===== src/rtl/text_mem_scheduler_pkg.sv =====
// Shared constants, state encoding and address helper for the text-cell RAM scheduler.
// Latency: n/a (declarations only).
// Backpressure: n/a.
package text_mem_pkg;

    localparam int COLS = 43;
    localparam int ROWS = 24;
    localparam int XW   = 6;
    localparam int YW   = 5;
    localparam int AW   = 12;

    localparam logic [7:0] CMD_A = 8'd252;
    localparam logic [7:0] CMD_B = 8'd244;

    typedef enum logic [1:0] {
        IDLE     = 2'd0,
        CLEAR    = 2'd1,
        FLUSH_RD = 2'd2,
        FLUSH_WR = 2'd3
    } state_t;

    // RAM address of a cell: the top bit is unused by the 43x24 grid.
    function automatic logic [AW-1:0] cell_addr(input logic [XW-1:0] x, input logic [YW-1:0] y);
        return {1'b0, x, y};
    endfunction

endpackage


===== src/rtl/text_mem_scheduler_if.sv =====
// Bus bundle between host/RAM/draw pipeline and the text RAM scheduler.
// Latency: n/a (wires only); mem_rdata is valid the cycle after mem_raddr.
// Backpressure: host write request is held until hw_ack; out_start has no backpressure.
//   Host side : hw_req, hw_x, hw_y, hw_data -> scheduler ; hw_ack <- scheduler
//   RAM side  : mem_waddr, mem_w, mem_wdata, mem_raddr <- scheduler ; mem_rdata -> scheduler
//   Draw side : out_cmd, out_start <- scheduler
interface text_mem_scheduler_if;

    logic        hw_req;
    logic [5:0]  hw_x;
    logic [4:0]  hw_y;
    logic [7:0]  hw_data;
    logic        hw_ack;

    logic [11:0] mem_waddr;
    logic        mem_w;
    logic [7:0]  mem_wdata;
    logic [11:0] mem_raddr;
    logic [7:0]  mem_rdata;

    logic [23:0] out_cmd;
    logic        out_start;

    // Environment view: host, RAM and draw pipeline together.
    modport master (
        output hw_req, hw_x, hw_y, hw_data, mem_rdata,
        input  hw_ack, mem_waddr, mem_w, mem_wdata, mem_raddr, out_cmd, out_start
    );

    // Scheduler view.
    modport slave (
        input  hw_req, hw_x, hw_y, hw_data, mem_rdata,
        output hw_ack, mem_waddr, mem_w, mem_wdata, mem_raddr, out_cmd, out_start
    );

endinterface


===== src/rtl/text_mem_scheduler_raster_counter.sv =====
// Raster x/y cell counter for the clear sweep and flush engine.
// Latency: count updates on the clock edge after en; last is combinational from the count.
// Backpressure: none; the counter only moves when en is high.
//   clk, clr (sync clear to 0,0), en (advance one cell), x/y (current cell), last (at COLS-1,ROWS-1)
module text_raster_counter
    import text_mem_pkg::*;
(
    input  logic          clk,
    input  logic          clr,
    input  logic          en,
    output logic [XW-1:0] x,
    output logic [YW-1:0] y,
    output logic          last
);

    logic x_end;
    logic y_end;

    assign x_end = (x == XW'(COLS - 1));
    assign y_end = (y == YW'(ROWS - 1));
    assign last  = x_end && y_end;

    always_ff @(posedge clk) begin
        if (clr) begin
            x <= '0;
            y <= '0;
        end else if (en) begin
            if (x_end) begin
                x <= '0;
                y <= y_end ? '0 : y + YW'(1);
            end else begin
                x <= x + XW'(1);
            end
        end
    end

endmodule


===== src/rtl/text_mem_scheduler.sv =====
// Owns the text RAM ports; arbitrates host writes against a clear sweeper and a flush engine.
// Latency: host writes acked combinationally; clear 1 cycle/cell, flush 2 cycles/cell.
// Backpressure: hw_ack low while the engine owns the write port (CLEAR, FLUSH_WR).
//   Ports: clk, rst (sync, active-high), bus (slave modport: host write, RAM ports, draw command),
//          clear_go / flush_go / flush_bank (engine start), busy, done_irq.
//   Build option TEXT_SCHED_RR_EN: round-robin host/engine grants during CLEAR.
module text_mem_scheduler
    import text_mem_pkg::*;
(
    input  logic                  clk,
    input  logic                  rst,
    text_mem_scheduler_if.slave   bus,
    input  logic                  clear_go,
    input  logic                  flush_go,
    input  logic                  flush_bank,
    output logic                  busy,
    output logic                  done_irq
);

    state_t        state;
    state_t        state_d;
    logic          bank;

    logic [XW-1:0] cx;
    logic [YW-1:0] cy;
    logic          clast;
    logic          adv;
    logic          go_idle;
    logic          host_grant;

    logic          ack_c;
    logic          w_c;
    logic [AW-1:0] waddr_c;
    logic [7:0]    wdata_c;
    logic [AW-1:0] raddr_c;
    logic [23:0]   cmd_c;
    logic          start_c;
    logic          done_c;

    // A go pulse only starts an engine from IDLE; it also rewinds the raster to (0,0).
    assign go_idle = (state == IDLE) && (clear_go || flush_go);

    text_raster_counter u_raster (
        .clk  (clk),
        .clr  (rst || go_idle),
        .en   (adv),
        .x    (cx),
        .y    (cy),
        .last (clast)
    );

    always_ff @(posedge clk) begin
        if (rst) begin
            state <= IDLE;
        end else begin
            state <= state_d;
        end
    end

    // Bank is only captured when the flush really starts (clear wins a tie).
    always_ff @(posedge clk) begin
        if (rst) begin
            bank <= 1'b0;
        end else if (state == IDLE && flush_go && !clear_go) begin
            bank <= flush_bank;
        end
    end

`ifdef TEXT_SCHED_RR_EN
    // Last-grant flag for the CLEAR arbitration; 1 = host had the last grant.
    logic host_last;

    always_ff @(posedge clk) begin
        if (rst) begin
            host_last <= 1'b1;
        end else if (state == CLEAR) begin
            host_last <= host_grant;
        end
    end
`endif

    always_comb begin
        state_d    = state;
        adv        = 1'b0;
        host_grant = 1'b0;
        ack_c      = 1'b0;
        w_c        = 1'b0;
        waddr_c    = '0;
        wdata_c    = '0;
        raddr_c    = '0;
        cmd_c      = '0;
        start_c    = 1'b0;
        done_c     = 1'b0;

        unique case (state)
            IDLE: begin
                if (bus.hw_req) begin
                    ack_c   = 1'b1;
                    w_c     = 1'b1;
                    waddr_c = cell_addr(bus.hw_x, bus.hw_y);
                    wdata_c = bus.hw_data;
                end
                if (clear_go) begin
                    state_d = CLEAR;
                end else if (flush_go) begin
                    state_d = FLUSH_RD;
                end
            end

            CLEAR: begin
`ifdef TEXT_SCHED_RR_EN
                host_grant = bus.hw_req && !host_last;
`endif
                if (host_grant) begin
                    // Host cycle: sweep holds its position.
                    ack_c   = 1'b1;
                    w_c     = 1'b1;
                    waddr_c = cell_addr(bus.hw_x, bus.hw_y);
                    wdata_c = bus.hw_data;
                end else begin
                    w_c     = 1'b1;
                    waddr_c = cell_addr(cx, cy);
                    wdata_c = 8'd0;
                    adv     = 1'b1;
                    if (clast) begin
                        state_d = IDLE;
                        done_c  = 1'b1;
                    end
                end
            end

            FLUSH_RD: begin
                // Write port is idle while the cell is read, so the host gets it.
                // A host write to this very cell lands after the read samples the old value.
                raddr_c = cell_addr(cx, cy);
                if (bus.hw_req) begin
                    ack_c   = 1'b1;
                    w_c     = 1'b1;
                    waddr_c = cell_addr(bus.hw_x, bus.hw_y);
                    wdata_c = bus.hw_data;
                end
                state_d = FLUSH_WR;
            end

            FLUSH_WR: begin
                cmd_c   = {(bank ? CMD_B : CMD_A), 8'd0, bus.mem_rdata};
                start_c = 1'b1;
                w_c     = 1'b1;
                waddr_c = cell_addr(cx, cy);
                wdata_c = 8'd0;
                adv     = 1'b1;
                if (clast) begin
                    state_d = IDLE;
                    done_c  = 1'b1;
                end else begin
                    state_d = FLUSH_RD;
                end
            end

            default: begin
                state_d = IDLE;
            end
        endcase
    end

    // Everything is forced quiet while reset is asserted, whatever the state register holds.
    assign bus.hw_ack    = ack_c & ~rst;
    assign bus.mem_w     = w_c & ~rst;
    assign bus.mem_waddr = rst ? '0 : waddr_c;
    assign bus.mem_wdata = rst ? '0 : wdata_c;
    assign bus.mem_raddr = rst ? '0 : raddr_c;
    assign bus.out_cmd   = rst ? '0 : cmd_c;
    assign bus.out_start = start_c & ~rst;
    assign busy          = (state != IDLE) & ~rst;
    assign done_irq      = done_c & ~rst;

endmodule


===== src/flat_wrapper.sv =====
// flat-port wrapper written by rule: the top's interface ports become plain ports
module text_mem_scheduler_flat import text_mem_pkg::*;
  (clk, rst, clear_go, flush_go, flush_bank, busy, done_irq, bus_hw_req, bus_hw_x, bus_hw_y, bus_hw_data, bus_mem_rdata, bus_hw_ack, bus_mem_waddr, bus_mem_w, bus_mem_wdata, bus_mem_raddr, bus_out_cmd, bus_out_start);
  text_mem_scheduler_if bus_i ();
  input  logic clk;
  input  logic rst;
  input  logic clear_go;
  input  logic flush_go;
  input  logic flush_bank;
  output logic busy;
  output logic done_irq;
  input wire logic [$bits(bus_i.hw_req)-1:0] bus_hw_req;
  input wire logic [$bits(bus_i.hw_x)-1:0] bus_hw_x;
  input wire logic [$bits(bus_i.hw_y)-1:0] bus_hw_y;
  input wire logic [$bits(bus_i.hw_data)-1:0] bus_hw_data;
  input wire logic [$bits(bus_i.mem_rdata)-1:0] bus_mem_rdata;
  output wire logic [$bits(bus_i.hw_ack)-1:0] bus_hw_ack;
  output wire logic [$bits(bus_i.mem_waddr)-1:0] bus_mem_waddr;
  output wire logic [$bits(bus_i.mem_w)-1:0] bus_mem_w;
  output wire logic [$bits(bus_i.mem_wdata)-1:0] bus_mem_wdata;
  output wire logic [$bits(bus_i.mem_raddr)-1:0] bus_mem_raddr;
  output wire logic [$bits(bus_i.out_cmd)-1:0] bus_out_cmd;
  output wire logic [$bits(bus_i.out_start)-1:0] bus_out_start;
  assign bus_i.hw_req = bus_hw_req;
  assign bus_i.hw_x = bus_hw_x;
  assign bus_i.hw_y = bus_hw_y;
  assign bus_i.hw_data = bus_hw_data;
  assign bus_i.mem_rdata = bus_mem_rdata;
  assign bus_hw_ack = bus_i.hw_ack;
  assign bus_mem_waddr = bus_i.mem_waddr;
  assign bus_mem_w = bus_i.mem_w;
  assign bus_mem_wdata = bus_i.mem_wdata;
  assign bus_mem_raddr = bus_i.mem_raddr;
  assign bus_out_cmd = bus_i.out_cmd;
  assign bus_out_start = bus_i.out_start;
  text_mem_scheduler u_core (.clk(clk), .rst(rst), .bus(bus_i), .clear_go(clear_go), .flush_go(flush_go), .flush_bank(flush_bank), .busy(busy), .done_irq(done_irq));
endmodule

===== config.mk =====
export PLATFORM = sky130hd
export DESIGN_NAME = text_mem_scheduler_flat
export DESIGN_NICKNAME = d
export VERILOG_FILES = /design/src/rtl/text_mem_scheduler_pkg.sv /design/src/rtl/text_mem_scheduler_if.sv /design/src/rtl/text_mem_scheduler_raster_counter.sv /design/src/rtl/text_mem_scheduler.sv /design/src/flat_wrapper.sv
export SDC_FILE = /design/constraint.sdc
export NUM_CORES = 1
export LEC_CHECK = 0
export CAP_MARGIN = 20
export CORE_MARGIN = 3
export CORE_UTILIZATION = 37
export CTS_CLUSTER_SIZE = 28
export DETAILED_ROUTE_END_ITERATION = 8
export PLACE_DENSITY = 0.95
export SYNTH_ARGS = -nofsm -noshare
export SYNTH_HDL_FRONTEND = slang
export SYNTH_SLANG_ARGS = --single-unit

===== constraint.sdc =====
create_clock -name clk -period 4.2 [get_ports clk]
set_input_delay 0.42 -clock clk [delete_from_list [all_inputs] [get_ports clk]]
set_output_delay 0.42 -clock clk [all_outputs]
set_load 0.02 [all_outputs]

; ---- Yosys cells after proc, flatten, opt, wreduce, memory -nomap -nowiden
; Index checks and enable logic that the tools add are counted.
[classes]
n_mux = 25
add_sub_neg = 2
eq_ne = 7
reduce_logical = 13
n_bitwise = 6
[op_table]
columns = op, n
row1 = $mux W24, 2
row2 = $mux W11, 3
row3 = $pmux W12 S2, 1
row4 = $mux W8, 2
row5 = $pmux W8 S2, 1
row6 = $mux W12, 1
row7 = $mux W2, 4
row8 = $pmux W2 S4, 1
row9 = $add A6 B1 Y6 const B, 1
row10 = $eq A6 B6 Y1 const B, 1
row11 = $mux W1, 6
row12 = $mux W6, 1
row13 = $add A5 B1 Y5 const B, 1
row14 = $and A1 B1 Y1, 5
row15 = $eq A5 B5 Y1 const B, 1
row16 = $mux W5, 1
row17 = $eq A2 B2 Y1 const B, 2
row18 = $logic_and A1 B1 Y1, 4
row19 = $mux W4, 1
row20 = $reduce_and A2 Y1, 2
row21 = $reduce_or A2 Y1, 2
row22 = $ne A3 B3 Y1 const B, 1
row23 = $eq A2 B1 Y1 const B, 1
row24 = $logic_not A2 Y1, 1
row25 = other kinds (6), 7
[word_totals]
word_cells = 57
ff_bits = 14
input_bits = 33
out_inout_bits = 61

; ---- Depth between registers and ports, before layout
; Gate-level depths: netlist of the first run.
[logic_depth]
ltp_word = 5
mapped_depth = 6
depth_no_buf = 5

; ---- Cells and area by module
; Synthesis of the first run repeated with hierarchy kept, for this count alone.
[unflattened]
cells_unflattened = 163
area_unflattened_um2 = 1295.0
[by_module_without_submodules]
columns = mod, area_each_um2, seq_area_each_um2, n_inst, cells_per_inst
row1 = text_mem_scheduler, 714.4, 60.1, 1, 99
row2 = text_raster_counter, 580.6, 220.2, 1, 64

; ---- Worst setup path before layout of the first run
; Ideal clock, no wire load.
[synth_path]
path_type = register to output
startpoint = reg u_core.state[0]
endpoint = out bus_mem_wdata[0]
arrival_ps = 1587
t_required_ps = 3780
path_stages_with_launch = 4
n_path_buf = 1
slack_ps = 2193
cell_sequence = dfxtp_1 > buf_4 > nor3b_1 > and2_1
[synth_via]
elab_chain_len = 4
elab_cells_between_ends = 8
cone_classes = eq/ne (3) / mux (2) / reduce/logical (3)
[synth_lines]
columns = item, line_no
row1 = "start, declared", text_mem_scheduler.sv:20  ; state_t state;
row2 = "start signal, assigned", text_mem_scheduler.sv:56  ; state <= state_d;
row3 = $eq A2 B1 Y1 (tied with other cells), text_mem_scheduler.sv:95  ; unique case (state)
row4 = $reduce_or A2 Y1 (no source line), --
row5 = $pmux W8 S2 (*), text_mem_scheduler.sv:95
row6 = $mux W8 (*), text_mem_scheduler.sv:170  ; assign bus.mem_wdata = rst ? '0 : wdata_c;
row7 = "end, declared", flat_wrapper.sv:20  ; output wire logic [$bits(bus_i.mem_wdata)-1:0] bus_mem_wdata;
; Mark *: on every way between the ends. The rest lies on a longest branch, timed or not.

; ---- Worst setup path in the final report of the first run
[layout_path]
startpoint = reg u_core.u_raster.x[1]
endpoint = out done_irq
[layout_via]
elab_chain_len = 5
[layout_lines]
columns = item, line_no
row1 = "start, declared", text_mem_scheduler_raster_counter.sv:11  ; output logic [XW-1:0] x,
row2 = "start signal, assigned", text_mem_scheduler_raster_counter.sv:32  ; x <= x + XW'(1);
row3 = $eq A6 B6 Y1, text_mem_scheduler_raster_counter.sv:19  ; assign x_end = (x == XW'(COLS - 1));
row4 = $logic_and A1 B1 Y1, text_mem_scheduler_raster_counter.sv:21  ; assign last = x_end && y_end;
row5 = $mux W1, "text_mem_scheduler.sv:125, text_mem_scheduler.sv:152"
row6 = $mux W1, --
row7 = $and A1 B1 Y1, text_mem_scheduler.sv:175  ; assign done_irq = done_c & ~rst;
row8 = "end, declared", flat_wrapper.sv:11  ; output logic done_irq;
; Every way passes these cells.

==> summary.txt, run 1 <==
Power and ir drop
  – Clock network power share: 22.0%
  – Leak Pwr: 0.7612 nW
  – Net switching fraction of the power: 31.55%
  – Highest ir drop seen on vdd: 87.93 uV
  – Net switching power: 109.7 uW
  – Internal portion of total power: 238.2 uW
  – Comb power frac: 37.8%
  – Relative contribution of sequential cells to total power: 40.3%
  – Power Density: 170.7 nW/um^2

Clock tree
  – H-tree Lvls: 1
  – Post-CTS Repair Setup Buffers: 0
  – Worst-case clock buffer depth: 2
  – Total of cells resized after clock tree synthesis: 0
  – CTS hold repair buffers: 0
  – Clock-pin slew of the registers on the worst-case setup and hold paths: 0.08 ns
  – Clock net sink count: 14
  – CTS Root Cell: sky130_fd_sc_hd__clkbuf_4
  – TritonCTS clock tree: built
  – Number of clock buffers inserted by TritonCTS: 3
  – Clock latency at the later pin of the worst-skew pair: 0.28 ns

GRT
  – Global routing usage summed across all routing layers: 17.04%
  – Antenna violations before repair: 0
  – First-pass GRT wire length: 5602 um
  – GR Overflow Total: 0
  – Maximum number of pins on one net before global-route repair: 29
  – Vias in the first global route: 1195

Die
  – Number of rows created at floorplan: 20
  – Core area: 3128 sq um
  – I/O pin count: 94
  – Die ar.: 4093 sq um
  – Die extent in x: 63.98 um
  – Initial core utilization: 39.76%
  – Overall die height: 63.98 um

Layout
  – FF/Latch Area: 280.3 sq um
  – Combined area of the multi-input logic cells: 800.8 sq um
  – Antenna diode instance count: 0
  – Non-Filler Instances: 278
  – Total of fill cells in the finished design: 279
  – Synthesis-to-layout area growth: 63.88%
  – Final net count: 272
  – Share of post-route cells with drive strength above 1: 5.556%

Timing
  – Layout Skew: 0.007454 ns
  – Final count of negative-setup-slack endpoints: 0
  – Final worst path period share: 72.10%
  – Final period demand of the worst path: 3.028 ns
  – Max Clock Freq: 0.3303 GHz
  – Max_slew headroom: 52.95%
  – Max Transition Viols Final: 0
  – Setup repair after global routing missed its margin: false
  – Setup TNS after final layout: 0 ns
  – Worst Tran Pin Value: 0.7042 ns
  – Final-report hold violation count: 0

Place
  – Port Buffer Count: 81
  – Cell count after placement: 274
  – HPWL Detailed: 2833 um
  – Placer's final routability congestion estimate: 0.8002

Worst setup path
  – Stages on worst setup path: 5
  – Number of cells on the worst reg-to-reg path: 4
  – Worst-path fanout max: 14
  – Number of buffers and inverters on the critical path: 1
  – Kind of start point of the critical path: flop
  – Crit-path slowest cell: sky130_fd_sc_hd__clkdlybuf4s50_1
  – Data required time at the worst endpoint: 3.78 ns
  – Arrival time reported for the critical path endpoint: 2.61 ns
  – Worst path max stage delay: 0.60 ns
  – Kind of cell adding the most delay to the critical path: simple AND/OR/NAND/NOR gates
  – List of cells traversed by the critical path: ha_1, nand4b_1, nor2_1, and3_1, clkdlybuf4s50_1
  – Critical path class: reg -> out
  – Kind of end point of the critical path: output pin

Synth
  – Yosys warns: 0
  – Post-synthesis instance area: 1244 sq um
  – Count of state elements after synthesis: 14
  – Post-synthesis sequential area ratio: 22.54%
  – Mean Syn Cell Area: 7.725 sq um
  – Count of distinct cell types in the synthesized netlist: 38
  – Post-synthesis instance total: 161

Route
  – Detailed-route via count: 1358
  – Wire length per cell: 13.06 um
  – Post-detailed-route via-to-cell ratio: 4.885
  – Number of nets with antenna violations after detailed routing: 0
  – Post-route DRC violation count: 0
  – Detailed-route wire length: 3631 um
  – Iteration-0 DRC Markers: 43
  – Total iterations of the first detailed-routing run: 5

Run
  – Count of maximum capacitance violations: 0

Status
  – Result of the run: finished clean

Min path
  – Cell depth of the worst hold path: 2
  – Hold/Removal Path Class: reg -> reg
==> per-layer routing <==
metal / up-vias / wire length (um) / track usage, % / part of all wire [%]
li1: 668 / - / - / -
met1: 618 / 1467 / 20.30 / 40
met2: 67 / 1758 / 28.52 / 48
met3: 5 / 357 / 5.097 / 9.8
met4: 0 / 47 / 6.469 / 1.3
met5: - / 0 / 0 / 0
==> synth_stat cells (all sizes together) <==
cell | number | area share [%]
nand2 | 5 | 1.5
dfxtp | 14 | 23
mux2i | 11 | 8.9
or3 | 2 | 1.0
ha | 3 | 3.0
nand3b | 1 | 0.60
nor3b | 2 | 1.2
nor3 | 4 | 1.6
nand4b | 1 | 0.70
or2 | 1 | 0.50
nor2 | 15 | 4.5
a31o | 1 | 0.70
and4b | 1 | 0.80
o31ai | 3 | 1.8
o21ai | 7 | 2.8
nand2b | 4 | 2.6
a211oi | 1 | 0.60
clkbuf | 2 | 0.60
nand3 | 1 | 0.40
xor2 | 3 | 2.1
and2 | 28 | 14
inv | 5 | 1.5
and3 | 1 | 0.50
a21oi | 8 | 3.5
nand4 | 2 | 1.0
o211ai | 2 | 1.2
conb | 1 | 0.30
or4 | 4 | 2.7
nor2b | 1 | 0.50
buf | 24 | 14
nor4b | 1 | 0.70
a31oi | 2 | 1.0
==> layout make-up <==
class / instances / area share, %
flip-flops and latches: 14 / 13.75
multi-input cells: 127 / 39.29
repair buffers: 85 / 42.23
well taps: 44 / 2.701
clock buffers: 3 / 1.105
inverters: 5 / 0.9208
==> power groups by stage <==
stage               clock (mW)  combinational (mW)  sequential, mW
floorplan                    0              0.0784           0.140
global placement             0               0.119           0.149
detailed placement           0               0.121           0.149
CTS                     0.0789               0.121           0.146
global route            0.0840               0.140           0.141
finish                  0.0764               0.131           0.140
==> logic make-up (layout without fill, tap and decap cells) <==
| family | Yosys count | count (layout) | share of synthesized area (%) |
|---|---|---|---|
| DFF | 14 | 14 | 22.54 |
| muxes | 11 | 11 | 8.853 |
| buffers and inverters | 31 | 93 | 16.40 |
| and+or+nand+nor | 74 | 74 | 35.11 |
| AOI/OAI and AO/OA | 24 | 24 | 11.67 |
| xor gates and xnor gates | 3 | 3 | 2.113 |
| other | 1 | 12 | 0.3015 |
| adders and majority gates | 3 | 3 | 3.018 |
==> state kept, by name, indices dropped and copies added (netlist names) <==
register	flops
u_core.state	2
u_core.bank	1
u_core.u_raster.x	6
u_core.u_raster.y	5
==> path summary, 6_finish.rpt <==
kind | end | from | slack (ns)
min | u_core.bank | u_core.bank | 0.51
max reg2reg | u_core.u_raster.y[3] | u_core.u_raster.x[1] | 2.24
max | done_irq | u_core.u_raster.x[1] | 1.17
min reg2reg | u_core.bank | u_core.bank | 0.51
==> metrics by stage <==
stage | hold slack [ns] | cell area (sq um) | total power, mW | utilization, % | worst slack [ns]
floorplan | 0.4619 | 1285 | 0.2188 | - | 2.193
global placement | 0.4897 | 1988 | 0.2674 | 63.56 | 1.237
detailed placement | 0.5030 | 1988 | 0.2700 | 63.56 | 1.079
CTS | 0.5222 | 2011 | 0.3464 | 64.28 | 0.7730
global route | 0.5684 | 2038 | 0.3650 | 65.16 | 0.9507
finish | 0.5084 | 2038 | 0.3479 | 65.16 | 1.172
==> cells in the final DEF (no fill, tap or decap), types with 2 or more instances in the layout <==
cell                               n
sky130_fd_sc_hd__clkdlybuf4s50_1  81
sky130_fd_sc_hd__and2_1           27
sky130_fd_sc_hd__nor2_1           15
sky130_fd_sc_hd__dfxtp_1          14
sky130_fd_sc_hd__conb_1           12
sky130_fd_sc_hd__mux2i_1          11
sky130_fd_sc_hd__o21ai_0           7
sky130_fd_sc_hd__a21oi_1           7
sky130_fd_sc_hd__inv_1             5
sky130_fd_sc_hd__nand2_1           5
sky130_fd_sc_hd__nor3_1            4
sky130_fd_sc_hd__xor2_1            3
sky130_fd_sc_hd__nand2b_1          3
sky130_fd_sc_hd__o31ai_1           3
sky130_fd_sc_hd__or4_1             3
sky130_fd_sc_hd__ha_1              3
sky130_fd_sc_hd__clkbuf_4          3
sky130_fd_sc_hd__buf_4             3
sky130_fd_sc_hd__nor3b_1           2
sky130_fd_sc_hd__nand4_1           2
sky130_fd_sc_hd__o211ai_1          2
sky130_fd_sc_hd__or3_1             2
sky130_fd_sc_hd__a31oi_1           2
==> tightest hold or removal path, stage by stage, from the launching register on <==
cell,delay (ns)
sky130_fd_sc_hd__dfxtp_1,0.33
sky130_fd_sc_hd__mux2i_1,0.06
sky130_fd_sc_hd__nor2_1,0.08
No activity file was read; power rests on OpenSTA's default activity.
==> run 2, diff against run 1 <==
--- a/config.mk
+++ b/config.mk
@@ -7,10 +7,10 @@
 export LEC_CHECK = 0
 export CAP_MARGIN = 20
 export CORE_MARGIN = 3
-export CORE_UTILIZATION = 37
+export CORE_UTILIZATION = 34
 export CTS_CLUSTER_SIZE = 28
 export DETAILED_ROUTE_END_ITERATION = 8
-export PLACE_DENSITY = 0.95
+export PLACE_DENSITY = 0.9
 export SYNTH_ARGS = -nofsm -noshare
 export SYNTH_HDL_FRONTEND = slang
 export SYNTH_SLANG_ARGS = --single-unit
==> constraint.sdc (replaced) <==
create_clock -name clk -period 2.9 [get_ports clk]
set_input_delay 0.29 -clock clk [delete_from_list [all_inputs] [get_ports clk]]
set_output_delay 0.29 -clock clk [all_outputs]
set_load 0.02 [all_outputs]
==> summary.txt, run 2 (same netlist as run 1, synthesis figures left out) <==
Clock tree
  – Number of clock buffers inserted by TritonCTS: 3 (unchanged)
  – Clock net sink count: 14 (unchanged)
  – H-tree Lvls: 1 (unchanged)
  – Clock-pin slew of the registers on the worst-case setup and hold paths: 0.06 ns (-0.02 ns)
  – TritonCTS clock tree: built
  – CTS hold repair buffers: 0 (unchanged)
  – Worst-case clock buffer depth: 2 (unchanged)
  – CTS Root Cell: sky130_fd_sc_hd__clkbuf_8
  – Total of cells resized after clock tree synthesis: 0 (unchanged)
  – Post-CTS Repair Setup Buffers: 0 (unchanged)
  – Clock latency at the later pin of the worst-skew pair: 0.24 ns (-0.04 ns)

Die
  – Die ar.: 4420 sq um (+8.0%)
  – Initial core utilization: 36.13% (-3.6 points)
  – I/O pin count: 94 (unchanged)
  – Die extent in x: 66.48 um (+3.9%)
  – Number of rows created at floorplan: 21 (+5.0%)
  – Core area: 3442 sq um (+10%)
  – Overall die height: 66.48 um (+3.9%)

Timing
  – Final count of negative-setup-slack endpoints: 0 (unchanged)
  – Final worst path period share: 89.73%
  – Max_slew headroom: 55.97% (+3.0 points)
  – Max Transition Viols Final: 0 (unchanged)
  – Final period demand of the worst path: 2.602 ns
  – Layout Skew: 0.004134 ns (-0.003319 ns)
  – Setup repair after global routing missed its margin: false
  – Max Clock Freq: 0.3843 GHz
  – Worst Tran Pin Value: 0.6535 ns (-0.05066 ns)
  – Final-report hold violation count: 0 (unchanged)
  – Hold_ws: 0.5091 ns (+0.0006910 ns)
  – Setup TNS after final layout: 0 ns (unchanged)

Route
  – Detailed-route via count: 1342 (-1.2%)
  – Post-route DRC violation count: 0 (unchanged)
  – Total iterations of the first detailed-routing run: 4 (-1)
  – Detailed-route wire length: 3662 um (+0.85%)
  – Wire length per cell: 12.89 um (-1.3%)
  – Number of nets with antenna violations after detailed routing: 0 (unchanged)
  – Post-detailed-route via-to-cell ratio: 4.725 (-3.3%)
  – Iteration-0 DRC Markers: 60 (+40%)

Worst setup path
  – Kind of cell adding the most delay to the critical path: buffers and inverters
  – Startpoint of the worst setup timing path: rst
  – Crit-path slowest cell: sky130_fd_sc_hd__clkdlybuf4s50_1
  – Kind of end point of the critical path: output pin
  – Kind of start point of the critical path: input pin
  – List of cells traversed by the critical path: clkdlybuf4s50_1, inv_1, o21ai_0, buf_4, nor2_1, clkdlybuf4s50_1
  – FF-to-FF setup slack: 1.16 ns (-1.08 ns)
  – Critical path class: in -> out
  – Worst path max stage delay: 0.64 ns (+0.04 ns)
  – Number of cells on the worst reg-to-reg path: 4 (unchanged)
  – Setup crit end: bus_mem_waddr[0]
  – Worst-path fanout max: 7 (-7)
  – Most Frequent Cell on Critical Path: sky130_fd_sc_hd__clkdlybuf4s50_1
  – Stages on worst setup path: 6 (+1)
  – Arrival time reported for the critical path endpoint: 2.31 ns (-0.30 ns)
  – Worst reg2reg path endpoint: u_core.u_raster.x[5]
  – Data required time at the worst endpoint: 2.61 ns (-1.17 ns)
  – Number of buffers and inverters on the critical path: 4 (+3)
  – Reg-to-reg critical path startpoint: u_core.state[0]

Layout
  – Antenna diode instance count: 0 (unchanged)
  – FF/Latch Area: 280.3 sq um (unchanged)
  – Total of fill cells in the finished design: 314 (+13%)
  – Final net count: 275 (+1.1%)
  – Leading registers by flop count: u_core.u_raster.x x6, u_core.u_raster.y x5, u_core.state x2
  – Largest register by flop count: u_core.u_raster.x
  – Leading cell types in the layout, fill and taps excluded: sky130_fd_sc_hd__clkdlybuf4s50_1 (81), sky130_fd_sc_hd__and2_1 (27), sky130_fd_sc_hd__nor2_1 (15), sky130_fd_sc_hd__dfxtp_1 (14), sky130_fd_sc_hd__conb_1 (12)
  – Share of post-route cells with drive strength above 1: 7.143% (+1.6 points)
  – Number of flip-flops under the largest register name: 6 (unchanged)
  – Util after Layout: 60.31% (-4.9 points)
  – Combined area of the multi-input logic cells: 800.8 sq um (unchanged)
  – Commonest non-fill, non-tap cell in the layout: sky130_fd_sc_hd__clkdlybuf4s50_1
  – Synthesis-to-layout area growth: 66.90%

Power and ir drop
  – Highest ir drop seen on vdd: 165.1 uV (+88%)
  – Power Density: 280.0 nW/um^2 (+64%)
  – Leak Pwr: 0.7837 nW (+3.0%)

Status
  – Result of the run: finished clean

Place
  – HPWL Detailed: 2862 um (+1.0%)
  – Port Buffer Count: 81 (unchanged)
  – Placer's final routability congestion estimate: 0.7908 (-1.2%)

GRT
  – First-pass GRT wire length: 5589 um (-0.23%)
  – Maximum number of pins on one net before global-route repair: 20 (-31%)
  – Global routing usage summed across all routing layers: 15.93% (-1.1 points)
  – Vias in the first global route: 1186 (-0.75%)
  – Antenna violations before repair: 0 (unchanged)
  – GR Overflow Total: 0 (unchanged)

Run
  – Count of maximum capacitance violations: 0 (unchanged)

Min path
  – Hold/Removal Path Class: reg -> reg
==> run 2: changes by cell type in the layout (fill, tap and decap cells not counted) <==
cell                       before  now
sky130_fd_sc_hd__buf_4          3    7
sky130_fd_sc_hd__clkbuf_8       0    4
sky130_fd_sc_hd__clkbuf_4       3    0
sky130_fd_sc_hd__buf_16         1    0
==> run 2: worst min-delay path by stage <==
stage / from / end / slack [ns] / depth (start not counted)
2_1_floorplan: rst / u_core.bank / 0.36 / 1
3_5_place_dp: u_core.bank / u_core.bank / 0.50 / 2
6_report: u_core.bank / u_core.bank / 0.51 / 2
4_1_cts: u_core.bank / u_core.bank / 0.51 / 2
5_1_grt: u_core.bank / u_core.bank / 0.56 / 2
3_3_place_gp: u_core.bank / u_core.bank / 0.48 / 2
==> run 2: per-layer routing <==
metal  GRT usage (%)  wire length [um]  share of wire (%)
met1           20.02              1503                 41
met3           4.553               322                8.8
met4           3.046                 0                  0
met5               0                 0                  0
met2           27.01              1836                 50
==> run 2: cell type report <==
class                   instances  area share, %
repair buffers                 88          41.59
multi-input cells             127          38.58
flip-flops and latches         14          13.50
well taps                      46          2.773
clock buffers                   4          2.652
inverters                       5         0.9042
==> run 2: per-stage QoR <==
| step | worst slack, ns | instances | total power, mW | area [sq um] |
|---|---|---|---|---|
| after global routing | 0.1958 | 284 | 0.6093 | 2076 |
| after detailed placement | 0.2883 | 280 | 0.3944 | 2021 |
| after floorplan | 1.023 | 172 | 0.3169 | 1285 |
| after global placement | 0.2484 | 279 | 0.3886 | 2013 |
| after CTS | 0.2879 | 284 | 0.5845 | 2076 |
| final | 0.2977 | 284 | 0.5813 | 2076 |
==> run 2: worst register-to-register path, delay by kind of cell, from the launching register on <==
family,cells,cell delay (ns)
compound gates,1,0.22
simple gates,2,0.58
buf+inv,1,0.34
flops,1,0.53
==> run 2: where the power goes <==
part           switching, mW  internal (mW)  total (mW)
logic                 0.0894         0.0966       0.186
registers            0.00718          0.197       0.204
clock network         0.0713          0.120       0.191
==> run 3, diff against run 2 <==
==> constraint.sdc (replaced) <==
create_clock -name clk -period 2.7 [get_ports clk]
set_input_delay 0.27 -clock clk [delete_from_list [all_inputs] [get_ports clk]]
set_output_delay 0.27 -clock clk [all_outputs]
set_load 0.02 [all_outputs]
==> summary.txt, run 3 (same netlist as run 1, synthesis figures left out) <==
Min path
  – Cell depth of the worst hold path: 2 (unchanged)
  – Hold path startpoint: u_core.bank
  – Destination of the worst hold path: u_core.bank
  – Hold/Removal Path Class: reg -> reg

Clock tree
  – Clock-pin slew of the registers on the worst-case setup and hold paths: 0.06 ns (about the same)
  – Post-CTS Repair Setup Buffers: 0 (unchanged)
  – Worst-case clock buffer depth: 2 (unchanged)
  – CTS hold repair buffers: 0 (unchanged)
  – H-tree Lvls: 1 (unchanged)
  – Number of clock buffers inserted by TritonCTS: 3 (unchanged)
  – Total of cells resized after clock tree synthesis: 0 (unchanged)
  – TritonCTS clock tree: built
  – CTS Root Cell: sky130_fd_sc_hd__clkbuf_8
  – Clock latency at the later pin of the worst-skew pair: 0.25 ns (about the same)
  – Clock net sink count: 14 (unchanged)

Timing
  – Max Clock Freq: 0.4184 GHz
  – Setup TNS after final layout: 0 ns (unchanged)
  – Final-report hold violation count: 0 (unchanged)
  – Layout Skew: 0.002864 ns (-0.001271 ns)
  – Setup repair after global routing missed its margin: false
  – Max Transition Viols Final: 0 (unchanged)
  – Final period demand of the worst path: 2.390 ns
  – Final worst path period share: 88.51%
  – Final count of negative-setup-slack endpoints: 0 (unchanged)
  – Max_slew headroom: 65.55% (+9.6 points)
  – Worst Tran Pin Value: 0.5096 ns (-0.1439 ns)

GRT
  – Antenna violations before repair: 0 (unchanged)
  – Global routing usage summed across all routing layers: 15.32% (-0.61 points)
  – First-pass GRT wire length: 5375 um (-3.8%)
  – GR Overflow Total: 0 (unchanged)
  – Vias in the first global route: 1179 (-0.59%)
  – Maximum number of pins on one net before global-route repair: 20 (unchanged)

Worst setup path
  – Crit-path slowest cell: sky130_fd_sc_hd__clkdlybuf4s50_1
  – Kind of end point of the critical path: output pin
  – Critical path class: reg -> out
  – Data required time at the worst endpoint: 2.43 ns (-0.18 ns)
  – Worst path max stage delay: 0.60 ns (-0.04 ns)
  – Startpoint of the worst setup timing path: u_core.u_raster.x[1]
  – Arrival time reported for the critical path endpoint: 2.12 ns (-0.19 ns)
  – Worst-path fanout max: 6 (-1)
  – List of cells traversed by the critical path: ha_1, nand4b_1, nor2_1, and3_1, clkdlybuf4s50_1
  – Worst reg2reg path endpoint: u_core.u_raster.x[5]
  – FF-to-FF setup slack: 0.94 ns (-0.22 ns)
  – Kind of start point of the critical path: flop
  – Number of cells on the worst reg-to-reg path: 4 (unchanged)
  – Reg-to-reg critical path startpoint: u_core.state[0]

Layout
  – Antenna diode instance count: 0 (unchanged)
  – Synthesis-to-layout area growth: 66.90% (unchanged)
  – Leading registers by flop count: u_core.u_raster.x x6, u_core.u_raster.y x5, u_core.state x2
  – Non-Filler Instances: 284 (unchanged)
  – Final net count: 275 (unchanged)
  – Share of post-route cells with drive strength above 1: 7.143% (unchanged)
  – Number of flip-flops under the largest register name: 6 (unchanged)
  – Util after Layout: 60.31% (unchanged)
  – Leading cell types in the layout, fill and taps excluded: sky130_fd_sc_hd__clkdlybuf4s50_1 (81), sky130_fd_sc_hd__and2_1 (27), sky130_fd_sc_hd__nor2_1 (15), sky130_fd_sc_hd__dfxtp_1 (14), sky130_fd_sc_hd__conb_1 (12)
  – Commonest non-fill, non-tap cell in the layout: sky130_fd_sc_hd__clkdlybuf4s50_1
  – Largest register by flop count: u_core.u_raster.x
  – Post-route cell area: 2076 sq um (unchanged)

Power and ir drop
  – Power Density: 300.4 nW/um^2 (+7.3%)
  – Clock network power share: 33.1% (+0.2 points)
  – Comb power frac: 31.8% (-0.2 points)
  – Net switching fraction of the power: 28.73% (-0.15 points)
  – Relative contribution of sequential cells to total power: 35.1% (about the same)
  – Highest ir drop seen on vdd: 144.2 uV (-13%)
  – Net switching power: 179.1 uW (+6.7%)
  – Total Power Consumption: 623.5 uW (+7.3%)
  – Leak Pwr: 0.7837 nW (unchanged)
  – Internal portion of total power: 444.4 uW (+7.5%)

Die
  – Overall die height: 66.48 um (unchanged)
  – Die ar.: 4420 sq um (unchanged)
  – I/O pin count: 94 (unchanged)
  – Initial core utilization: 36.13% (unchanged)
  – Die extent in x: 66.48 um (unchanged)
  – Number of rows created at floorplan: 21 (unchanged)
  – Core area: 3442 sq um (unchanged)

Place
  – Port Buffer Count: 81 (unchanged)
  – Cell count after placement: 280 (unchanged)
  – Cell area after placement: 2021 sq um (unchanged)
  – HPWL Detailed: 2718 um (-5.0%)
  – Placer's final routability congestion estimate: 0.8218 (+3.9%)

Route
  – Iteration-0 DRC Markers: 45 (-25%)
  – Wire length per cell: 12.26 um (-4.9%)
  – Detailed-route wire length: 3483 um (-4.9%)
  – Post-detailed-route via-to-cell ratio: 4.722 (about the same)
  – Number of nets with antenna violations after detailed routing: 0 (unchanged)
  – Detailed-route via count: 1341 (-0.075%)
  – Total iterations of the first detailed-routing run: 6 (+2)
  – Post-route DRC violation count: 0 (unchanged)

Run
  – Count of maximum capacitance violations: 0 (unchanged)

Status
  – Result of the run: finished clean
-- run 3: cell counts in the layout (fill, tap and decap cells not counted) --
No cell type changed its count.
-- run 3: metrics by stage --
step	worst slack [ns]	hold WS, ns
2_1_floorplan	0.8428	0.3424
3_3_place_gp	0.4761	0.4843
3_5_place_dp	0.4221	0.4982
4_1_cts	0.3247	0.5116
5_1_grt	0.2144	0.5681
6_report	0.3101	0.5070
-- run 3: area by class of cell --
type	count	area (sq um)
clock buffer	4	55.05
fill	314	1366
inverter	5	18.77
multi-input combinational	127	800.8
sequential	14	280.3
tap	46	57.56
timing repair buffer	88	863.3
-- run 3: power by group through the flow --
stage | sequential (mW) | clock [mW] | combinational [mW]
after floorplan | 0.219 | 0 | 0.122
after global placement | 0.223 | 0 | 0.196
after detailed placement | 0.223 | 0 | 0.198
after CTS | 0.219 | 0.208 | 0.200
after global routing | 0.219 | 0.218 | 0.214
final | 0.219 | 0.206 | 0.198
-- run 3: worst max-delay path by stage --
stage	to	slack, ns	depth (start not counted)
after floorplan	bus_mem_wdata[0]	0.84	3
after global placement	bus_mem_wdata[2]	0.48	5
after detailed placement	bus_mem_waddr[2]	0.42	6
after CTS	done_irq	0.32	5
after global routing	done_irq	0.21	5
final	done_irq	0.31	5
-- run 3: per-layer routing --
metal / share of wire, % / GRT usage (%) / vias to the layer above
met3: 7.8 / 4.890 / 5
met2: 49 / 25.53 / 50
met5: 0 / 0 / -
li1: - / - / 672
met4: 1.2 / 5.330 / 0
met1: 42 / 18.36 / 614
-- run 3: critical path: cells and delay by family (launching register included) --
| kind | cells | cell delay [ns] |
|---|---|---|
| buf+inv | 1 | 0.60 |
| simple gates | 3 | 0.63 |
| flops | 1 | 0.43 |
| fa+ha+maj | 1 | 0.20 |
